--- src/rtl/pe_row_sched.sv ---
// Sequencer for one binary PE row: weight-tile loads, window issue, psum source select and
// latency-matched psum write-back. Optional stall counter: define PE_ROW_SCHED_STALL_CNT_EN.
module pe_row_sched #(
  parameter int unsigned ROW_LENGTH = 7,
  parameter int unsigned PIX_W      = 10,
  parameter int unsigned PASS_W     = 4
) (
  input  logic              clk_in,
  input  logic              rst_in,
  input  logic              start_in,
  input  logic [PIX_W-1:0]  num_pix_in,
  input  logic [PASS_W-1:0] num_pass_in,
  output logic              busy_out,
  output logic              done_out,
  output logic              wgt_load_out,
  output logic [PASS_W-1:0] wgt_tile_out,
  input  logic              act_valid_in,
  output logic              act_ready_out,
  output logic              psum_sel_out,
  output logic [PIX_W-1:0]  psum_rd_addr_out,
  output logic              psum_wr_en_out,
  output logic [PIX_W-1:0]  psum_wr_addr_out,
  output logic              final_out,
  output logic [15:0]       stall_cnt_out
);

  localparam int unsigned PE_LAT = ROW_LENGTH;

  typedef enum logic [2:0] {StIdle, StLoadW, StStream, StDrain, StDone} state_e;

  state_e              state_q;
  logic [PIX_W-1:0]    num_pix_q, pix_cnt_q, wr_cnt_q;
  logic [PASS_W-1:0]   num_pass_q, pass_q;
  logic [PE_LAT-1:0]   vpipe_q;
  logic                issue, last_pass, last_wr, in_flight;

  always_comb begin
    in_flight        = (state_q == StStream) || (state_q == StDrain);
    act_ready_out    = (state_q == StStream) && (pix_cnt_q < num_pix_q);
    issue            = act_valid_in && act_ready_out;
    psum_rd_addr_out = act_ready_out ? pix_cnt_q : '0;
    psum_sel_out     = act_ready_out && (pass_q != '0);
    // Tail of the valid pipe marks a row result leaving the last PE.
    psum_wr_en_out   = in_flight && vpipe_q[PE_LAT-1];
    psum_wr_addr_out = psum_wr_en_out ? wr_cnt_q : '0;
    last_pass        = (pass_q == num_pass_q - PASS_W'(1));
    last_wr          = (wr_cnt_q == num_pix_q - PIX_W'(1));
    final_out        = psum_wr_en_out && last_pass;
    busy_out         = (state_q != StIdle);
    done_out         = (state_q == StDone);
    wgt_load_out     = (state_q == StLoadW);
    wgt_tile_out     = pass_q;
  end

  always_ff @(posedge clk_in or negedge rst_in) begin
    if (!rst_in) begin
      state_q    <= StIdle;
      num_pix_q  <= '0;
      num_pass_q <= '0;
      pix_cnt_q  <= '0;
      wr_cnt_q   <= '0;
      pass_q     <= '0;
      vpipe_q    <= '0;
    end else begin
      if (in_flight) begin
        vpipe_q <= (vpipe_q << 1) | PE_LAT'(issue);
      end
      if (psum_wr_en_out) begin
        wr_cnt_q <= wr_cnt_q + PIX_W'(1);
      end
      unique case (state_q)
        StIdle: begin
          if (start_in) begin
            if (num_pix_in == '0 || num_pass_in == '0) begin
              state_q <= StDone;
            end else begin
              num_pix_q  <= num_pix_in;
              num_pass_q <= num_pass_in;
              pass_q     <= '0;
              state_q    <= StLoadW;
            end
          end
        end
        StLoadW: begin
          pix_cnt_q <= '0;
          wr_cnt_q  <= '0;
          state_q   <= StStream;
        end
        StStream: begin
          if (issue) begin
            pix_cnt_q <= pix_cnt_q + PIX_W'(1);
            if (pix_cnt_q + PIX_W'(1) == num_pix_q) begin
              state_q <= StDrain;
            end
          end
        end
        StDrain: begin
          // Next pass may read the buffer only once every write of this pass has landed.
          if (psum_wr_en_out && last_wr) begin
            if (last_pass) begin
              state_q <= StDone;
            end else begin
              pass_q  <= pass_q + PASS_W'(1);
              state_q <= StLoadW;
            end
          end
        end
        StDone: begin
          state_q <= StIdle;
        end
        default: begin
          state_q <= StIdle;
        end
      endcase
    end
  end

`ifdef PE_ROW_SCHED_STALL_CNT_EN
  logic        start_ok;
  logic [15:0] stall_cnt_q;

  assign start_ok = start_in && (state_q == StIdle);

  always_ff @(posedge clk_in or negedge rst_in) begin
    if (!rst_in) begin
      stall_cnt_q <= '0;
    end else if (start_ok) begin
      stall_cnt_q <= '0;
    end else if (act_ready_out && !act_valid_in && stall_cnt_q != 16'hFFFF) begin
      stall_cnt_q <= stall_cnt_q + 16'd1;
    end
  end

  assign stall_cnt_out = stall_cnt_q;
`else
  assign stall_cnt_out = '0;
`endif

endmodule

--- config.mk ---
export PLATFORM = sky130hd
export DESIGN_NAME = pe_row_sched
export DESIGN_NICKNAME = d
export VERILOG_FILES = /design/src/rtl/pe_row_sched.sv
export SDC_FILE = /design/constraint.sdc
export NUM_CORES = 1
export LEC_CHECK = 0
export ABC_AREA = 1
export CORE_MARGIN = 5
export CORE_UTILIZATION = 25
export CTS_BUF_LIST = sky130_fd_sc_hd__clkbuf_8 sky130_fd_sc_hd__clkbuf_16
export CTS_CLUSTER_SIZE = 20
export DETAILED_ROUTE_END_ITERATION = 12
export PLACE_DENSITY = 0.55
export SETUP_SLACK_MARGIN = 0.2
export SYNTH_ARGS = -nofsm -noshare
export SYNTH_HDL_FRONTEND = slang
export SYNTH_SLANG_ARGS = --single-unit
--- constraint.sdc ---
create_clock -name clk_in -period 1.9 [get_ports clk_in]
set_input_delay 0.38 -clock clk_in [delete_from_list [all_inputs] [get_ports clk_in]]
set_output_delay 0.38 -clock clk_in [all_outputs]
set_load 0.005 [all_outputs]
==> out/results.tsv <==
metric	value	unit
outcome	finished with violations	
failing checks	setup timing	
end point of the critical path	psum_rd_addr_out[3]	
Worst Setup SP	num_pix_q[4]$_DFFE_PN0P_	
max cap viols	0	
Pleak	2.77	nW
DP Area	4770	µm²
total power	7.00	mW
Total Wirelength	11400	µm
GRT Residual Overflow	0	
Reg2Reg Setup Slack	-0.30	ns
Via-to-Cell Ratio	4.45	
critical path depth in cells	12	
metal1 wirelength	4980	µm
I/O pin total	65	
CP max stage delay	0.35	ns
vias in the first global route	3786	
post-synthesis mux area share	0	
layout cell share with drive strength beyond 1	0.406	
Arrival @ worst endpoint	2.07	ns
slowest CP cell	dfrtp_1	
H-tree depth	2	
sequential fraction of the synthesis area	0.345	
first-pass GRT wire length	18200	µm
Row Count	43	
Die ar.	16400	µm²
die span in y	128	µm
Hold Fails Final Rpt	0	
vias	3742	
Final Wtd Congestion	0.869	
Pwr per Cell Area	1210	nW/µm²
Compound-Gate Fraction of Synth Area	0.0940	
worst r2r src	pix_cnt_q[3]$_DFFE_PN0P_	
1st-pass router iterations	4	
Worst VDD drop	0.000555	V
post-detailed-route count of antenna-violating nets	0	
critical path's top delay family	simple AND/OR/NAND/NOR gates	
final core occ	0.422	
Yosys reg bits	48	
routed length per instance	13.5	µm
worst reg2reg path depth	15	
Worst-Skew Late Latency	0.30	ns
Core ar.	13800	µm²
Req. time, crit path	1.52	ns
CTS Sinks	48	
Die X-Extent	128	µm
met3 routed WL	408	µm
Setup Skew	0.00804	ns
final worst slack	-0.548	ns
largest family of logic cells by synthesized area	simple AND/OR/NAND/NOR gates	
met2 WL post-DR	5750	µm
Final min period	2.45	ns
Synth top area share	0.345	
Worst-path clk slew	0.07	ns
f_max	409	MHz
Total GRT Usage	0.137	
top area cells in the synthesized netlist	dfrtp_1 (34%), nand2_1 (13%), nor2_1 (7.4%), inv_1 (7.0%), ha_1 (5.7%)	
cell chain of the critical path	inv_1 -> ha_1 -> nand2_2 -> nor2_1 -> o211ai_1 -> nand3_2 -> nor2_4 -> inv_4 -> buf_12 -> buf_12 -> nor2_4 -> buf_6	
final setup violation count	40	
antenna violations before repair	0	
antenna cell count	0	
Non-Filler Cell Area, Final	5810	µm²
largest net degree at the start of global routing	29	
Slew headroom	0.531	
Mean Syn Cell Area	6.99	µm²
CTS tree	done	
drt drc	0	
critical path class	reg -> out	
Yosys cell types	38	
worst min path class	in -> async	
dpl hpwl	8040	µm
area of the mapped netlist	3490	µm²
fin crit share	1.29	
Root Buffer	clkbuf_16	
Synth Area in Adders	0.0574	
IO buf count	48	
Fin Setup TNS	-10.59	ns
RR Endpoint	pix_cnt_q[7]$_DFFE_PN0P_	
simple-gate share of the synthesized area	0.352	
yosys warns	0	
RSZ-0062 raised after global routing	yes	
Slew @ Worst Pin	0.704	ns
drt initial violations	170	
worst hold slack	0.129	ns
Net count, final	696	
xor/xnor share of the synthesized area	0.0327	
top sig layer	met4	
Worst Path Buf+Inv	5	
clock tree buffer depth	2	
Setup crit end kind	output pin	
Layout area overhead	66.5	%
fin. max-slew vios	0	
startpoint types	flop	
number of buffers created by CTS	5	
crit-path max FO	6	
post-synth top area cell	dfrtp_1	
Starting Density	0.253	
cells after synthesis	499	
synth_stat cells:
cell      count
and3_4        1
a21oi_1      16
inv_2         2
nor2_2        3
dfrtp_1      48
nand2_2       3
or2_2         1
xnor2_1       5
nor3_4        1
or2_0         1
nand2_1     119
o21ai_1       2
conb_1        1
clkbuf_1      5
a21oi_2       1
nor2_1       69
o21ai_0      33
o21a_1        1
nand4_1      14
o21bai_1      2
xor2_1        8
nand2_4       3
nand3_2       3
buf_4        17
nor2_4        2
buf_2         1
o211ai_1      2
nor4_1        1
and2_1        1
a211oi_1      2
inv_1        65
nand3_1      39
o21bai_2      1
nor3_1        5
nor3_2        3
nand3b_1      1
ha_1         16
inv_6         1
cell type report:
cell class              count  area [µm²]
fillers                  1367        7970
multi-input cells         376        2510
repair buffers            163        1470
flip-flops and latches     48        1200
inverters                  68         277
well taps                 180         225
clock buffers               5         125
report_power, final:
group,total [mW],switching (mW),leakage (nW),internal (mW)
combinational,4.62,2.37,2.08,2.25
clock,0.857,0.390,0.0616,0.467
sequential,1.52,0.229,0.626,1.29
sequential cells by signal, indices dropped and copies added (netlist names):
signal        flops
num_pix_q        10
wgt_tile_out      4
pix_cnt_q        10
state_q           3
vpipe_q           7
wr_cnt_q         10
num_pass_q        4
worst min-delay path by stage:
stage	startpoint	end	slack (ns)	cells after the start
final	rst_in	pix_cnt_q[2]$_DFFE_PN0P_	0.13	1
after detailed placement	rst_in	pix_cnt_q[3]$_DFFE_PN0P_	0.46	1
after global routing	rst_in	pix_cnt_q[6]$_DFFE_PN0P_	0.18	1
after floorplan	rst_in	num_pass_q[0]$_DFFE_PN0P_	0.08	0
after CTS	rst_in	pix_cnt_q[3]$_DFFE_PN0P_	0.15	1
after global placement	rst_in	pix_cnt_q[0]$_DFFE_PN0P_	0.46	1
logic make-up (layout without fill, tap and decap cells):
group | Yosys count | count (layout)
flip-flops | 48 | 48
buffers and inverters | 91 | 236
AND/OR/NAND/NOR | 270 | 271
XOR/XNOR | 13 | 13
other | 1 | 16
adder cells (fa/ha/maj) | 16 | 16
AO/OA/AOI/OAI | 60 | 60
placed cells by master, fill, tap and decap left out, drive strengths merged, types with 2 or more instances in the layout:
cell type      count
nand3             42
xnor2              5
o21ai             35
a21oi             17
dlymetal6s2s       3
dfrtp             48
buf              142
nand2            126
or2                2
clkdlybuf4s50     17
a211oi             2
inv               67
ha                16
nand4             14
o211ai             2
xor2               8
nor3               9
nor2              74
o21bai             3
clkbuf             6
conb              16
routing by layer:
| metal | vias to the layer above | global-route usage |
|---|---|---|
| li1 | 1898 | - |
| met1 | 1749 | 0.176 |
| met2 | 75 | 0.235 |
| met3 | 20 | 0.0242 |
| met4 | 0 | 0.0400 |
| met5 | - | 0 |
through the flow:
stage / setup slack (ns) / cells
final: -0.548 / 840
after CTS: -0.524 / 826
after global placement: -0.503 / 787
after floorplan: -0.00959 / 514
after global routing: -0.668 / 840
after detailed placement: -0.560 / 787
worst register-to-register path, cell delays in order, from the launching register on:
cell and delay, ns:
dfrtp_1 0.42, ha_4 0.30, nand2_1 0.06, nor2_1 0.11
o211ai_1 0.13, nand3_2 0.12, nor2_4 0.06, buf_4 0.13
buf_6 0.10, buf_6 0.10, buf_6 0.11, nand2_4 0.08
nand2_8 0.09, buf_16 0.16, nand4_1 0.06, o21ai_1 0.06
timing repair:
| item | CTS | global route |
|---|---|---|
| hold buffers | 0 | 0 |
| buffers inserted | 31 | 13 |
| setup endpoints to repair | 49 | 69 |
| pin swaps | 26 | 23 |
| gates resized for setup | 207 | 69 |
| gates cloned | 3 | 1 |
| endpoints found under the hold margin | 0 | 0 |
(Power assumes the default switching activity.)
